**src/rtl/inst_fetch_if.sv**
```systemverilog
// rtl/inst_fetch_if.sv - fetch-stage bundle: instruction-memory port, redirect, decode handshake.
// id_adel exists only when IF_ADDR_EXC_EN is defined.
interface inst_fetch_if;
  logic        inst_req;
  logic [31:0] inst_addr;
  logic        inst_addr_ok;
  logic        inst_data_ok;
  logic [31:0] inst_rdata;
  logic        redirect_valid;
  logic [31:0] redirect_pc;
  logic        id_valid;
  logic        id_ready;
  logic [31:0] id_instr;
  logic [31:0] id_pc;
`ifdef IF_ADDR_EXC_EN
  logic        id_adel;
`endif

  modport master (
    output inst_req, inst_addr, id_valid, id_instr, id_pc,
    input  inst_addr_ok, inst_data_ok, inst_rdata, redirect_valid, redirect_pc, id_ready
`ifdef IF_ADDR_EXC_EN
    , output id_adel
`endif
  );

  modport slave (
    input  inst_req, inst_addr, id_valid, id_instr, id_pc,
    output inst_addr_ok, inst_data_ok, inst_rdata, redirect_valid, redirect_pc, id_ready
`ifdef IF_ADDR_EXC_EN
    , input id_adel
`endif
  );
endinterface

```
**src/rtl/inst_fetch.sv**
```systemverilog
// rtl/inst_fetch.sv - fetch stage: PC, single-outstanding imem requests, one-entry decode slot.
// IF_ADDR_EXC_EN: misaligned PC produces a held address-error entry instead of a fetch.
module inst_fetch #(
  parameter logic [31:0] RESET_PC = 32'hBFC0_0000
) (
  input logic          clk,
  input logic          rst,
  inst_fetch_if.master fetch_if
);

  typedef enum logic [1:0] {IDLE, WAIT, DISCARD} state_e;

  state_e      state_q, state_d;
  logic [31:0] pc_q, pc_d;
  logic [31:0] req_pc_q, req_pc_d;
  logic        id_valid_q, id_valid_d;
  logic [31:0] id_instr_q, id_instr_d;
  logic [31:0] id_pc_q, id_pc_d;
  logic        held_fault;
  logic        misaligned;
  logic        slot_free;
  logic        issue_ok;
  logic        accept;

`ifdef IF_ADDR_EXC_EN
  logic        adel_q, adel_d;
  assign held_fault       = adel_q;
  assign misaligned       = pc_q[1:0] != 2'b00;
  assign fetch_if.id_adel = adel_q;
`else
  assign held_fault = 1'b0;
  assign misaligned = 1'b0;
`endif

  function automatic logic [31:0] align_pc(input logic [31:0] a);
`ifdef IF_ADDR_EXC_EN
    return a;
`else
    return a & ~32'h3;
`endif
  endfunction

  // A faulting entry is never consumed by id_ready; only a redirect clears it.
  assign slot_free = !id_valid_q || (fetch_if.id_ready && !held_fault);
  assign issue_ok  = !rst && (state_q == IDLE) && slot_free && !fetch_if.redirect_valid;
  assign accept    = fetch_if.inst_req && fetch_if.inst_addr_ok;

  assign fetch_if.inst_req  = issue_ok && !misaligned;
  assign fetch_if.inst_addr = pc_q;
  assign fetch_if.id_valid  = id_valid_q;
  assign fetch_if.id_instr  = id_instr_q;
  assign fetch_if.id_pc     = id_pc_q;

  always_comb begin
    state_d    = state_q;
    pc_d       = pc_q;
    req_pc_d   = req_pc_q;
    id_valid_d = id_valid_q;
    id_instr_d = id_instr_q;
    id_pc_d    = id_pc_q;
`ifdef IF_ADDR_EXC_EN
    adel_d     = adel_q;
`endif

    if (id_valid_q && fetch_if.id_ready && !held_fault) begin
      id_valid_d = 1'b0;
    end

    unique case (state_q)
      IDLE: begin
        if (accept) begin
          req_pc_d = pc_q;
          pc_d     = pc_q + 32'd4;
          state_d  = WAIT;
        end
`ifdef IF_ADDR_EXC_EN
        if (issue_ok && misaligned) begin
          id_valid_d = 1'b1;
          id_instr_d = 32'h0;
          id_pc_d    = pc_q;
          adel_d     = 1'b1;
        end
`endif
      end
      WAIT: begin
        if (fetch_if.inst_data_ok) begin
          id_valid_d = 1'b1;
          id_instr_d = fetch_if.inst_rdata;
          id_pc_d    = req_pc_q;
`ifdef IF_ADDR_EXC_EN
          adel_d     = 1'b0;
`endif
          state_d    = IDLE;
        end
      end
      DISCARD: begin
        if (fetch_if.inst_data_ok) begin
          state_d = IDLE;
        end
      end
      default: state_d = IDLE;
    endcase

    // Redirect overrides everything above; an outstanding response must still be drained.
    if (fetch_if.redirect_valid) begin
      pc_d       = align_pc(fetch_if.redirect_pc);
      id_valid_d = 1'b0;
      id_instr_d = id_instr_q;
      id_pc_d    = id_pc_q;
`ifdef IF_ADDR_EXC_EN
      adel_d     = 1'b0;
`endif
      if (state_q == IDLE) begin
        state_d = accept ? DISCARD : IDLE;
      end else begin
        state_d = fetch_if.inst_data_ok ? IDLE : DISCARD;
      end
    end
  end

  always_ff @(posedge clk or posedge rst) begin
    if (rst) begin
      state_q    <= IDLE;
      pc_q       <= align_pc(RESET_PC);
      req_pc_q   <= 32'h0;
      id_valid_q <= 1'b0;
      id_instr_q <= 32'h0;
      id_pc_q    <= 32'h0;
`ifdef IF_ADDR_EXC_EN
      adel_q     <= 1'b0;
`endif
    end else begin
      state_q    <= state_d;
      pc_q       <= pc_d;
      req_pc_q   <= req_pc_d;
      id_valid_q <= id_valid_d;
      id_instr_q <= id_instr_d;
      id_pc_q    <= id_pc_d;
`ifdef IF_ADDR_EXC_EN
      adel_q     <= adel_d;
`endif
    end
  end

endmodule

```
**src/flat_wrapper.sv**
```systemverilog
// flat-port wrapper written by rule: the top's interface ports become plain ports
module inst_fetch_flat 
#(
  parameter logic [31:0] RESET_PC = 32'hBFC0_0000
)
  (clk, rst, fetch_if_inst_req, fetch_if_inst_addr, fetch_if_id_valid, fetch_if_id_instr, fetch_if_id_pc, fetch_if_inst_addr_ok, fetch_if_inst_data_ok, fetch_if_inst_rdata, fetch_if_redirect_valid, fetch_if_redirect_pc, fetch_if_id_ready);
  inst_fetch_if fetch_if_i ();
  input logic clk;
  input logic rst;
  output wire logic [$bits(fetch_if_i.inst_req)-1:0] fetch_if_inst_req;
  output wire logic [$bits(fetch_if_i.inst_addr)-1:0] fetch_if_inst_addr;
  output wire logic [$bits(fetch_if_i.id_valid)-1:0] fetch_if_id_valid;
  output wire logic [$bits(fetch_if_i.id_instr)-1:0] fetch_if_id_instr;
  output wire logic [$bits(fetch_if_i.id_pc)-1:0] fetch_if_id_pc;
  input wire logic [$bits(fetch_if_i.inst_addr_ok)-1:0] fetch_if_inst_addr_ok;
  input wire logic [$bits(fetch_if_i.inst_data_ok)-1:0] fetch_if_inst_data_ok;
  input wire logic [$bits(fetch_if_i.inst_rdata)-1:0] fetch_if_inst_rdata;
  input wire logic [$bits(fetch_if_i.redirect_valid)-1:0] fetch_if_redirect_valid;
  input wire logic [$bits(fetch_if_i.redirect_pc)-1:0] fetch_if_redirect_pc;
  input wire logic [$bits(fetch_if_i.id_ready)-1:0] fetch_if_id_ready;
  assign fetch_if_inst_req = fetch_if_i.inst_req;
  assign fetch_if_inst_addr = fetch_if_i.inst_addr;
  assign fetch_if_id_valid = fetch_if_i.id_valid;
  assign fetch_if_id_instr = fetch_if_i.id_instr;
  assign fetch_if_id_pc = fetch_if_i.id_pc;
  assign fetch_if_i.inst_addr_ok = fetch_if_inst_addr_ok;
  assign fetch_if_i.inst_data_ok = fetch_if_inst_data_ok;
  assign fetch_if_i.inst_rdata = fetch_if_inst_rdata;
  assign fetch_if_i.redirect_valid = fetch_if_redirect_valid;
  assign fetch_if_i.redirect_pc = fetch_if_redirect_pc;
  assign fetch_if_i.id_ready = fetch_if_id_ready;
  inst_fetch #(.RESET_PC(RESET_PC)) u_core (.clk(clk), .rst(rst), .fetch_if(fetch_if_i));
endmodule
```
**config.mk**
```make
export PLATFORM = sky130hd
export DESIGN_NAME = inst_fetch_flat
export DESIGN_NICKNAME = d
export VERILOG_FILES = /design/src/rtl/inst_fetch_if.sv /design/src/rtl/inst_fetch.sv /design/src/flat_wrapper.sv
export SDC_FILE = /design/constraint.sdc
export NUM_CORES = 1
export LEC_CHECK = 0
export ABC_CLOCK_PERIOD_IN_PS = 4000
export BUFFER_PORTS_ARGS = -buffer_cell sky130_fd_sc_hd__buf_2
export CAP_MARGIN = 20
export CORE_MARGIN = 2
export CORE_UTILIZATION = 40
export CTS_CLUSTER_SIZE = 25
export DETAILED_ROUTE_END_ITERATION = 12
export PLACE_DENSITY = 0.68
export RECOVER_POWER = 25
export SYNTH_ARGS = -nofsm -noshare
export SYNTH_HDL_FRONTEND = slang
export SYNTH_SLANG_ARGS = --single-unit
```
**constraint.sdc**
```tcl
create_clock -name clk -period 4 [get_ports clk]
set_input_delay 0.2 -clock clk [delete_from_list [all_inputs] [get_ports clk]]
set_output_delay 0.2 -clock clk [all_outputs]
set_load 0.05 [all_outputs]
```
# Word level (Yosys, flattened, before mapping)
# Index checks and enable logic that the tools add are counted.
[word_totals] register_bits=131 in_bits=70 output_inout_bits=98 elab_cells=43
[classes] add_sub_neg=1 eq_ne=4 mux=14 n_bitwise=1 reduce_logical=17
[op_table] operator="32-bit 2-to-1 mux" n=3
[op_table] operator="32-bit by 3-bit adder with 32-bit output, second input constant" n=1
[op_table] operator="2-bit 2-to-1 mux" n=6
[op_table] operator="2-bit AND reduction" n=3
[op_table] operator="1-bit logical AND" n=5
[op_table] operator="1-bit 2-to-1 mux" n=4
[op_table] operator="2-bit one-hot mux with 2 select lines" n=1
[op_table] operator="2-bit nonzero test" n=2
[op_table] operator="1-bit zero test" n=3
[op_table] operator="3-bit by 1-bit != test with 1-bit output, second input constant" n=1
[op_table] operator="3-bit by 2-bit != test with 1-bit output, second input constant" n=1
[op_table] operator="3-bit AND reduction" n=1
[op_table] operator="2-bit by 1-bit == test with 1-bit output, second input constant" n=1
[op_table] operator="2-bit == test, second input constant" n=1
[op_table] operator="2-bit zero test" n=1
[op_table] operator="2-bit OR reduction" n=1
[op_table] operator="1-bit logical OR" n=1
[op_table] operator="1-bit NOT" n=1

# Logic depth before layout (Yosys ltp)
# Gate-level depths: netlist of the first run.
[depth] depth_word=8 mapped_depth=9 mapped_depth_nobuf=7

# Worst setup path after synthesis of the first run
# No wires, ideal clock.
[synth_path] path_type="register -> output" start="register u_core.id_valid_q, in the netlist u_core.fetch_if.id_valid" end="output fetch_if_inst_req" t_arrival_ns=2.482 required_time_ns=3.800 path_slack_ns=1.318 stages_incl_launch_ff=3 path_buffers=0 path_cell_list="dfrtp_1 > and2b_1 > nor4b_1"
[synth_via] elab_chain_len=4
[synth_lines] item="from (decl)" line="inst_fetch.sv:16" source="logic id_valid_q, id_valid_d;"
[synth_lines] item="from (signal assigned)" line="inst_fetch.sv:136" source="id_valid_q <= id_valid_d;"
[synth_lines] item="1-bit zero test" line="inst_fetch.sv:44" source="assign slot_free = !id_valid_q || (fetch_if.id_ready && !held_fault);"
[synth_lines] item="1-bit logical OR" line="inst_fetch.sv:44"
[synth_lines] item="1-bit logical AND (2 in series)" line="inst_fetch.sv:45" source="assign issue_ok = !rst && (state_q == IDLE) && slot_free && !fetch_if.redirect_valid;"
[synth_lines] item="to (decl)" line="flat_wrapper.sv:10" source="output wire logic [$bits(fetch_if_i.inst_req)-1:0] fetch_if_inst_req;"
# No other way between the ends.

# Final worst setup path of the first run
[layout_path] start="register u_core.state_q[1]" end="register u_core.pc_q[27], in the netlist u_core.fetch_if.inst_addr[27]"
[layout_via] elab_chain_len=7 elab_cells_between_ends=8 classes_between="8 x reduce/logical"
[layout_lines] item="from (decl)" line="inst_fetch.sv:13" source="state_e state_q, state_d;"
[layout_lines] item="from (signal assigned)" line="inst_fetch.sv:133" source="state_q <= state_d;"
[layout_lines] item="2-bit zero test *" line="inst_fetch.sv:45, inst_fetch.sv:69"
[layout_lines] item="1-bit logical AND (3 in series)" line="inst_fetch.sv:45"
[layout_lines] item="1-bit logical AND" line="inst_fetch.sv:46" source="assign accept = fetch_if.inst_req && fetch_if.inst_addr_ok;"
[layout_lines] item="2-bit nonzero test (no source line)"
[layout_lines] item="2-bit AND reduction (no source line) *"
[layout_lines] item="to (signal assigned)" line="inst_fetch.sv:124" source="pc_q <= align_pc(RESET_PC);"
[layout_lines] item="to (signal assigned)" line="inst_fetch.sv:134" source="pc_q <= pc_d;"
[layout_lines] item="to (decl)" line="inst_fetch.sv:14" source="logic [31:0] pc_q, pc_d;"
# Mark *: on every way between the ends. The rest lies on a longest branch, timed or not.
# A chain may end at the register's enable or synchronous reset.

==> results of run 1 <==
-- layout by cell type (no fill, tap or decap), types with 4 or more instances in the layout --
| cell | netlist | final |
|---|---|---|
| nand4_1 | 9 | 9 |
| inv_1 | 11 | 10 |
| nand3_1 | 17 | 16 |
| buf_4 | 4 | 5 |
| conb_1 | 1 | 4 |
| buf_2 | 12 | 139 |
| dfstp_2 | 9 | 9 |
| a31oi_1 | 4 | 4 |
| clkbuf_1 | 8 | 26 |
| nor2_1 | 15 | 15 |
| o211ai_1 | 6 | 6 |
| clkbuf_8 | 0 | 4 |
| o21ai_0 | 26 | 26 |
| clkbuf_16 | 0 | 17 |
| mux2_2 | 62 | 62 |
| or3_1 | 4 | 4 |
| dfrtp_1 | 116 | 116 |
| xor2_1 | 5 | 5 |
| dlygate4sd3_1 | 0 | 19 |
| a31o_2 | 4 | 4 |
| nand2_1 | 116 | 116 |
| clkinv_2 | 0 | 5 |
-- critical path: cells and delay by family (launching register included) --
kind | cells | cell delay (ns)
adders and majority gates | 1 | 0.33
buffers and inverters | 2 | 0.37
DFF | 1 | 0.35
and+or+nand+nor | 4 | 1.28
-- per-layer routing --
layer,vias up,routed length (um)
met2,171,6340
met4,0,227
met1,2088,5810
met3,18,1120
met5,-,0
li1,2058,-
-- power by group --
group          internal (mW)  switching [mW]  leakage (nW)
clock network          0.977           0.520         0.291
logic                  0.412            1.20          1.75
registers               1.59           0.195          1.58
total                   2.98            1.91          3.63
-- synthesized netlist by cell type (3+ instances only) --
master	count
o311ai_1	3
o21ai_0	26
or3_1	4
a31o_2	4
nand4_1	9
o21ai_1	3
xor2_1	5
dfstp_2	9
ha_1	3
o211ai_1	6
and3_1	3
nand2_1	116
nor2_1	15
buf_4	4
nand3_1	17
buf_2	12
a221o_1	3
inv_1	11
a31oi_1	4
dfrtp_1	116
mux2_2	62
clkbuf_1	8
-- per-stage QoR --
step	utilization (%)	total power, mW	hold slack (ns)
after detailed placement	48.3	3.43	0.416
after global placement	48.3	3.38	0.415
after floorplan	-	3.02	0.311
after CTS	53.8	4.96	0.000716
after global routing	54.1	5.14	0.00263
final	54.1	4.90	0.0207
-- layout make-up --
| cell class | instances | area [um^2] | area share (%) |
|---|---|---|---|
| multi-input cells | 326 | 2180 | 30.3 |
| well taps | 176 | 220 | 3.06 |
| clock inverters | 7 | 85.1 | 1.18 |
| clock buffers | 25 | 495 | 6.88 |
| flip-flops and latches | 125 | 3140 | 43.6 |
| inverters | 11 | 43.8 | 0.608 |
| repair buffers | 186 | 1030 | 14.4 |
-- kinds of logic after synthesis --
kind of cell | count (synthesis) | share of synthesized area, %
AO/OA/AOI/OAI | 66 | 8.17
other | 1 | 0.0686
flip-flops | 125 | 57.5
adder cells (fa/ha/maj) | 3 | 0.687
AND/OR/NAND/NOR | 185 | 16.8
buffers and inverters | 37 | 3.09
XOR/XNOR | 5 | 0.801
multiplexers | 63 | 13.0
-- worst min-delay path by stage --
stage,end,depth (start not counted),startpoint,slack (ns)
global placement,u_core.req_pc_q[2],2,rst,0.42
global route,u_core.fetch_if.id_instr[22],2,fetch_if_inst_rdata[22],0.003
finish,u_core.fetch_if.id_instr[25],2,fetch_if_inst_rdata[25],0.02
floorplan,u_core.fetch_if.inst_addr[25],2,fetch_if_redirect_pc[25],0.31
CTS,u_core.fetch_if.inst_addr[27],3,fetch_if_redirect_pc[27],0.0007
detailed placement,u_core.fetch_if.inst_addr[10],3,fetch_if_redirect_pc[10],0.42
-- registers in the layout (all words and copies together) (netlist names) --
| signal | cells |
|---|---|
| u_core.fetch_if.id_instr | 32 |
| u_core.fetch_if.id_pc | 30 |
| u_core.fetch_if.inst_addr | 30 |
| u_core.req_pc_q | 30 |
| u_core.state_q | 2 |
| u_core.fetch_if.id_valid | 1 |
-- timing repair --
action	in CTS	in global routing
hold buffers	14	5
endpoints found under the setup margin	0	0
endpoints found under the hold margin	35	5
==> run summary, run 1 <==
The top flip-flop cell by instance count after synthesis is dfrtp_1. The final number of max-transition violations came out at 0. The detailed-routing iteration count for the pre-antenna-repair pass is 4. The largest net degree at the start of global routing is 68.

The clock tree synthesis step divided the H-tree into 4 levels. The largest buffer count on any clock path came out at 2. The per-instance average area after synthesis came out at 11.3 um^2. The arrival time at the worst endpoint is 2.74 ns. The fill cell instance count of the final layout is 1166. The worst register-to-register path begins at u_core.state_q[1].

The insertion delay to the later sink of the worst-skew pair came out at 0.42 ns. The worst slew margin relative to its limit is 38.6%. The total number of yosys warnings came out at 0. The tool flagged a number of max-cap violations equal to 0. Setup repair after global routing left no endpoint under its margin. The startpoint type of the worst setup path is a register. The total power density per cell area is 680 nW/um^2. The peak-usage layer in the global routing report is met2. The chip width is 121 um. Including well taps, the total number of placed cells is 804. The number of nets in the layout is 740. The area inside the core boundary came out at 13300 um^2.

The global-route usage over all layers is 19.4%. The clock arrives with 0.00662 ns of skew. The final hold violation count came out at 0. The count of pins on the block boundary came out at 168. The HPWL after detailed placement is 9.13 mm.

The global routing met3 resource utilization came out at 7.47%. The tightest min-delay check is of the in -> reg type. The initial cell density of the core came out at 41.1%. The met2 usage in global routing came out at 31.5%. The post-layout instance count excluding filler cells is 856. The quantity of I/O buffers inserted on ports came out at 161. The least setup slack across all paths after layout came out at 1.61 ns. The critical path is of the reg -> reg type. The first-pass GRT wire length is 21.8 mm. Using the TritonRoute via totals, the vias-per-cell ratio works out to 5.06.

The die outline height came out at 121 um. The number of enable flip-flop cells after synthesis came out at 0. The summed area of non-filler cells in the final layout is 7200 um^2. Dividing the detail-routed wire length by the instance count gives 15.8 um.

The worst setup slack for register-to-register paths came out at 1.61 ns. The via count of the first global-routing pass came out at 4380. Prior to clock tree synthesis, the placed netlist has a worst setup slack of 1.44 ns.

The largest vdd supply drop is 0.363 mV. The critical path goes through inv_1 > ha_1 > nand4bb_4 > or2_2 > buf_16 > or4b_1 > nand3_1. TritonCTS built the clock tree.

The final global-route overflow total came out at 0. The final period utilization came out at 59.7%. The count of cells along the worst register-to-register path is 7.

The share of synthesized area occupied by flip-flops and latches came out at 57.5%. The initial antenna violation count is 0. Summing all placed instances gives a cell area of 6430 um^2. In this run the remaining antenna-violating nets after routing total 0.

The routability congestion estimate came out at 0.778. The top fanout value on the critical path is 32. Wires add up to 13.5 mm. The starting DRC count in detailed routing came out at 173. The type of element capturing the critical path is a register. The area growth from synthesis to layout is 31.7%. The number of gates resized after cts is 0. The minimum clock period after layout came out at 2.39 ns.

After detailed routing, the number of remaining DRC violations is 0. The leakage power total is 3.63 nW. The distinct cell type count after synthesis is 56.

The die covers 14600 um^2. The clock transition time at the flip-flop clock pins of the worst setup and hold paths is 0.05 ns. Of the cells placed in the final design, the portion with a size suffix greater than 1 is 39.0%.

The critical path ends at u_core.fetch_if.inst_addr[27]. The number of vias after detailed routing came out at 4335. The tree built by TritonCTS fans out to 125 sinks. Buffers inserted during clock tree synthesis total 17. The biggest cell delay along the critical path is 0.55 ns. In the synthesized netlist, the number of instances is 485.

At the pin with the least slew margin, the transition time is 0.921 ns. The number of antenna diodes in the final layout is 0. The run finished with clean final reports. The endpoint identified for the worst register-to-register timing path is u_core.fetch_if.inst_addr[27].

Tracing the worst setup path back leads to its startpoint at u_core.state_q[1]. The met1 track utilization from global routing is 23.4%. Summing every instance area after synthesis gives 5460 um^2. Counting flops and latches in the post-synthesis netlist gives 125. The placement row count is 42. The final setup violation count came out at 0. The top achievable clock speed is 419 MHz. The setup fix buffers added after clock tree synthesis is 0. After synthesis, the share of flip-flops with an asynchronous set or reset is 100%.

After synthesis, the cell types taking the most area are dfrtp_1, mux2_2, nand2_1, dfstp_2, o21ai_0. The share of Yosys cell area claimed by the top area cell type is 53.1%. Among all stages on the critical path, the largest delay is contributed by or2_2. The root buffer cell chosen for the clock tree is clkbuf_16.

The required time of the worst setup path came out at 4.35 ns. The most area-hungry cell type in the Yosys netlist is dfrtp_1. For the final routed database, the setup TNS stands at 0 ns.
No activity file was read; power rests on OpenSTA's default activity.
==> inputs of run 2 (changes only) <==
Settings changed: ABC_CLOCK_PERIOD_IN_PS 4000 to 2300.
Clock period 4 ns to 2.3 ns, I/O delays scaled along.
==> run 2 against run 1 <==
  * Design area is 6.4% higher
  * Sequential cell count did not move
  * Count of clock-buffer cells in the layout grew 1
  * Critical path type unchanged
  * Sequential power rose by 74%
  * The run now ends with max-capacitance violations, max-slew violations left
  * Core utilization increased by 3.5 points
  * Fmax is 12% higher
  * Non-clock buffer count is 43 higher
  * Total power grew 77%
  * Die area is the same
  * Clock power grew 79%
==> run summary, run 2 (synthesized netlist as in run 1, its figures left out) <==
The number of instances in the placed design came out at 810 (+0.75%). The first-pass GRT wire length was 22.6 mm (+3.7%). The internal power component is 5.33 mW (+79%). The top fanout value on the critical path is 19 (-41%). The die area is 14600 um^2 (unchanged). The total power density per cell area is 1130 nW/um^2 (+67%). The number of flip-flops under the largest register name came out at 32 (unchanged). The final setup violation count came out at 0 (unchanged). The net load switching power is 3.35 mW (+75%). The leakage power total is 3.84 nW (+5.9%). Setup repair after global routing left no endpoint under its margin. The detailed-routing iteration count for the pre-antenna-repair pass is 4 (unchanged). The summed area of non-filler cells in the final layout came out at 7660 um^2 (+6.4%). The insertion delay to the later sink of the worst-skew pair came out at 0.41 ns (about the same). The HPWL after detailed placement is 9.30 mm (+1.9%). The number of DRC violations after detailed routing came out at 0 (unchanged). The worst clock skew on the final layout came out at 0.00412 ns (-0.00249 ns). The end-of-flow core utilization came out at 57.6% (+3.5 points). The top achievable clock speed came to 468 MHz (+12%). The standard cell area after detailed placement was 6520 um^2 (+1.4%). The minimum clock period after layout is 2.14 ns (-0.251 ns). The clock share of power came out at 31.0% (+0.4 points). The arrival time at the worst endpoint came out at 2.43 ns (-0.31 ns). The final hold violation count came out at 0 (unchanged). The required time of the worst setup path came out at 2.59 ns (-1.76 ns). The switching share of total power is 38.6% (-0.49 points). The number of nets in the layout came out at 783 (+5.8%). The transition time at the pin with the least slew margin came to 1.52 ns (+0.603 ns). The area growth from synthesis to layout is 40.2%.

The count of pins on the block boundary is 168 (unchanged). The number of vias after detailed routing was 4436 (+2.3%). The largest buffer count on any clock path is 2 (unchanged). The average wire per cell in the routed design came out at 15.7 um (-0.48%).

The initial antenna violation count came to 0 (unchanged). The library cell used most frequently in the layout, excluding fill and tap cells, is buf_2. The final worst hold slack came to 0.0268 ns (+0.00607 ns). In this run the clock root is driven by a clkbuf_16. The final number of max-transition violations came out at 71 (+71). The library cells used most frequently in the layout, excluding fill and tap cells, are buf_2, nand2_1, dfrtp_1. The placement row count is 42 (unchanged). The final global-route overflow total was 0 (unchanged). The largest vdd supply drop was 0.743 mV (+100%).

The fraction of layout cells with a size suffix above 1 came out at 38.8% (-0.19 points). The critical path start-end classification is reg -> reg. The final period utilization is 92.9% (+33 points). The worst setup path is captured at a register.

The number of nets with antenna violations after detailed routing came to 0 (unchanged). The starting DRC count in detailed routing was 258 (+49%). The initial cell density of the core is 41.1% (unchanged).

The checks that failed: max-capacitance violations, max-slew violations. TritonCTS built the clock tree. The routability congestion estimate came out at 0.793 (+1.9%). The logic gate share of total power came out at 33.1% (+0.2 points).

The startpoint type of the worst setup path is a register. The fill cell instance count of the final layout is 1139 (-2.3%). The CTS sink count is 125 (unchanged). The number of buffers created by CTS is 17 (unchanged). The worst setup slack for register-to-register paths is 0.16 ns (-1.45 ns).

The count of antenna diodes in the layout is 0 (unchanged). The chip width came to 121 um (unchanged). The average via count per standard cell is 4.94 (-2.5%). The final sum of negative setup slack is 0 ns (unchanged). The area inside the core boundary came out at 13300 um^2 (unchanged).

In this run the worst hold path is classified as in -> reg. The H-tree depth reported by CTS is 4 (unchanged). The global-route usage over all layers came out at 20.0% (+0.54 points). The number of violations of the max-capacitance limit came out at 1 (+1). The setup fix buffers added after clock tree synthesis is 0 (unchanged). The worst slew margin relative to its limit came to -1.61% (-40 points). The largest net degree at the start of global routing is 71 (+4.4%). The die outline height is 121 um (unchanged). The via count of the first global-routing pass is 4479 (+2.3%). The total length of routed wires came out at 14.1 mm (+4.4%). The sequential cell fraction of total power came out at 35.9% (-0.6 points). The clock transition time at the flip-flop clock pins of the worst setup and hold paths came out at 0.05 ns (about the same). The post-layout instance count excluding filler cells came to 898 (+4.9%).

The run finished, with violations left. The quantity of I/O buffers inserted on ports is 161 (unchanged).
==> run 2: cell count changes in the layout (fill, tap and decap cells not counted), sizes merged <==
cell / change
buf: +11
clkinv: -3
clkbuf: -5
clkinvlp: +2
dlygate4sd3: +38
inv: -1
==> run 2: power groups by stage <==
stage	clock network (mW)	logic [mW]	registers, mW
2_1_floorplan	0	0.643	4.61
3_3_place_gp	0	2.79	3.10
3_5_place_dp	0	2.84	3.14
6_report	2.69	2.87	3.11
5_1_grt	2.86	3.02	3.19
4_1_cts	2.76	2.92	3.11
==> run 2: critical path, stage by stage (launching register included) <==
cell and delay (ns):
dfrtp_1 0.41, inv_1 0.07, ha_1 0.26, nand4bb_4 0.16, or2_2 0.46, o311a_1 0.40, a221o_1 0.26
==> run 2: cell type report <==
type                            instances  area (um^2)  share of cell area [%]
Clock buffer                           26          529                    6.91
Clock inverter                          5         77.6                    1.01
Inverter                               11         45.0                   0.588
Multi-Input combinational cell        326         2190                    28.6
Sequential cell                       125         3140                    41.0
Tap cell                              176          220                    2.87
Timing Repair Buffer                  229         1460                    19.1
==> run 2: through the flow <==
step / worst slack, ns / power, mW
6_report: 0.163 / 8.68
5_1_grt: 0.0363 / 9.07
4_1_cts: 0.139 / 8.78
3_5_place_dp: 0.161 / 5.98
3_3_place_gp: 0.239 / 5.90
2_1_floorplan: 0.251 / 5.26
==> run 2: repair_timing <==
action	4_1_cts	5_1_grt
hold buffers	57	0
resized for setup	0	1
hold endpoints to repair	119	0
setup endpoints to repair	0	6
==> run 2: worst paths after layout <==
path / cells past startpoint / endpoint / from
setup / recovery: 6 / u_core.fetch_if.inst_addr[12] / u_core.state_q[0]
hold reg to reg: 2 / u_core.req_pc_q[23] / u_core.req_pc_q[23]
min in group asynchronous: 4 / u_core.fetch_if.id_pc[2] / rst
hold / removal: 4 / u_core.fetch_if.inst_addr[13] / fetch_if_redirect_pc[13]
max in group asynchronous: 4 / u_core.fetch_if.id_instr[1] / rst
setup reg to reg: 6 / u_core.fetch_if.inst_addr[12] / u_core.state_q[0]
==> run 2: metal layers <==
metal / global-route usage, % / wire length, um / up-vias
met5: 0 / 0 / -
met4: 6.10 / 161 / 0
met3: 4.79 / 820 / 12
met2: 34.1 / 6990 / 140
met1: 25.0 / 6120 / 2151
li1: - / - / 2133
==> inputs of run 3 (changes only) <==
Settings changed: RECOVER_POWER 25 to 50.
==> run 3 against run 2 <==
  * The flow still finishes with violations (max-capacitance violations, max-slew violations)
  * Clock power barely moved
  * Worst setup slack gained 0.010 ns
  * Worst hold slack better by 0.0011 ns
  * Critical path type unchanged
  * First-iteration DRC count is 10% lower
  * Design area decreased by 0.77%
  * Global-route usage unchanged
==> run summary, run 3 (synthesized netlist as in run 1, its figures left out) <==
The total power density per cell area was 1130 nW/um^2 (about the same). The via count of the first global-routing pass came to 4479 (unchanged). The number of nets in the layout is 783 (unchanged). The worst slew margin relative to its limit is -2.08% (-0.46 points).

The detailed-routing iteration count for the pre-antenna-repair pass came out at 4 (unchanged). The final worst hold slack is 0.0278 ns (+0.00109 ns). The number of violations of the max-capacitance limit came to 1 (unchanged). The routability congestion estimate came out at 0.793 (unchanged). The checks that failed: max-capacitance violations, max-slew violations. The least setup slack across all paths after layout is 0.173 ns (+0.0101 ns). The largest buffer count on any clock path is 2 (unchanged). The average via count per standard cell came out at 4.94 (about the same). The initial antenna violation count was 0 (unchanged).

The largest vdd supply drop came out at 0.731 mV (-1.6%). The quantity of I/O buffers inserted on ports came out at 161 (unchanged). The number of buffers created by CTS came out at 17 (unchanged). The worst setup path is launched from a register. The clock tree root buffer cell is clkbuf_16.

The HPWL after detailed placement is 9.30 mm (unchanged). The largest net degree at the start of global routing came out at 71 (unchanged). The final global-route overflow total came out at 0 (unchanged). The starting DRC count in detailed routing was 231 (-10%). The number of DRC violations after detailed routing came out at 0 (unchanged).

The die area came out at 14600 um^2 (unchanged). The standard cell area after detailed placement came out at 6520 um^2 (unchanged). The number of instances in the placed design was 810 (unchanged). The setup fix buffers added after clock tree synthesis is 0 (unchanged).

The placement row count is 42 (unchanged). The biggest cell delay along the critical path is 0.45 ns (about the same). The worst setup path is of the reg -> reg kind. The register cell area after layout came to 3140 um^2 (unchanged).

TritonCTS built the clock tree. The final number of max-transition violations is 71 (unchanged). The summed area of non-filler cells in the final layout came out at 7600 um^2 (-0.77%). The tightest min-delay check is of the in -> reg type. The top fanout value on the critical path is 19 (unchanged). The leakage power total was 3.66 nW (-4.5%). The area inside the core boundary is 13300 um^2 (unchanged).

The count of antenna diodes in the layout is 0 (unchanged). The insertion delay to the later sink of the worst-skew pair is 0.41 ns (about the same). The average wire per cell in the routed design is 15.7 um (+0.35%).

The required time of the worst setup path is 2.59 ns (about the same). The transition time at the pin with the least slew margin came out at 1.53 ns (+0.00697 ns). The clock transition time at the flip-flop clock pins of the worst setup and hold paths is 0.05 ns (about the same). Setup repair after global routing left no endpoint under its margin. The number of flip-flops under the largest register name came out at 32 (unchanged). The number of vias after detailed routing is 4433 (-0.068%). The first-pass GRT wire length came to 22.6 mm (unchanged). The fill cell instance count of the final layout came out at 1170 (+2.7%). The CTS sink count is 125 (unchanged). The arrival time at the worst endpoint is 2.42 ns (about the same). The final hold violation count is 0 (unchanged).

The initial cell density of the core came out at 41.1% (unchanged). The post-layout instance count excluding filler cells was 898 (unchanged). The area growth from synthesis to layout came out at 39.1%. The setup slack at placement is 0.161 ns (unchanged). The worst clock skew on the final layout came to 0.00399 ns (-0.000128 ns). The worst setup slack for register-to-register paths is 0.17 ns (about the same). Walking the worst path, the cells encountered are inv_1 > ha_1 > nand4bb_4 > or2_2 > o311a_1 > a221o_1. The top achievable clock speed came out at 470 MHz (+0.48%). The total length of routed wires is 14.1 mm (+0.35%). The flow ran to the end, but the final reports show violations. On the critical path, the stage with the largest delay is an instance of or2_2.

The total area of multi-input combinational cells is 2190 um^2 (unchanged). In the layout the commonest cells are nand2_1, dfrtp_1, buf_2. The count of pins on the block boundary came out at 168 (unchanged). The global-route usage over all layers was 20.0% (unchanged). The worst setup path is captured at a register. The power consumption came out at 8.61 mW (-0.80%). The die outline height is 121 um (unchanged). The final setup violation count came to 0 (unchanged).

The fraction of layout cells with a size suffix above 1 is 32.3% (-6.5 points). The H-tree depth reported by CTS was 4 (unchanged). The minimum clock period after layout came out at 2.13 ns (-0.0101 ns). The final sum of negative setup slack came out at 0 ns (unchanged). The number of nets with antenna violations after detailed routing was 0 (unchanged). The end-of-flow core utilization is 57.2% (-0.44 points).

The final period utilization came out at 92.5% (-0.44 points). The chip width was 121 um (unchanged).
run 3: what timing repair did:
| action | 4_1_cts | 5_1_grt |
|---|---|---|
| gates resized for setup | 0 | 1 |
| hold buffers | 57 | 0 |
| setup endpoints to repair | 0 | 6 |
| hold endpoints to repair | 119 | 0 |
run 3: area by class of cell:
type                       instances  share of cell area (%)
sequential                       125                    41.3
timing repair buffer             229                    18.4
inverter                          11                   0.593
tap                              176                    2.90
multi-input combinational        326                    28.8
clock inverter                     5                    1.02
clock buffer                      26                    6.96
run 3: metal layers:
layer  global-route usage (%)  wire length [um]  up-vias  part of all wire (%)
li1                         -                 -     2131                     -
met1                     25.0              6170     2155                    44
met2                     34.1              6980      135                    49
met3                     4.79               827       12                   5.8
met4                     6.10               161        0                   1.1
met5                        0                 0        -                     0
run 3: worst max-delay path: cells and delay by family (launching register included):
| family | cells | cell delay, ns |
|---|---|---|
| AO/OA/AOI/OAI | 2 | 0.66 |
| adder cells (fa/ha/maj) | 1 | 0.26 |
| buffers and inverters | 1 | 0.07 |
| flip-flops | 1 | 0.41 |
| AND/OR/NAND/NOR | 2 | 0.61 |
run 3: path summary, 6_finish.rpt:
kind                                            endpoint                      from  depth (start not counted)
max                        u_core.fetch_if.inst_addr[12]         u_core.state_q[0]                          6
min                        u_core.fetch_if.inst_addr[19]  fetch_if_redirect_pc[19]                          4
max reg2reg                u_core.fetch_if.inst_addr[12]         u_core.state_q[0]                          6
min reg2reg                          u_core.req_pc_q[23]       u_core.req_pc_q[23]                          2
max in group asynchronous    u_core.fetch_if.id_instr[1]                       rst                          4
min in group asynchronous       u_core.fetch_if.id_pc[2]                       rst                          4
run 3: where the power goes:
group | switching, mW | leakage (nW) | internal (mW) | total [mW]
Sequential | 0.356 | 1.58 | 2.77 | 3.13
Combinational | 2.10 | 1.79 | 0.689 | 2.79
Clock | 0.906 | 0.298 | 1.79 | 2.69
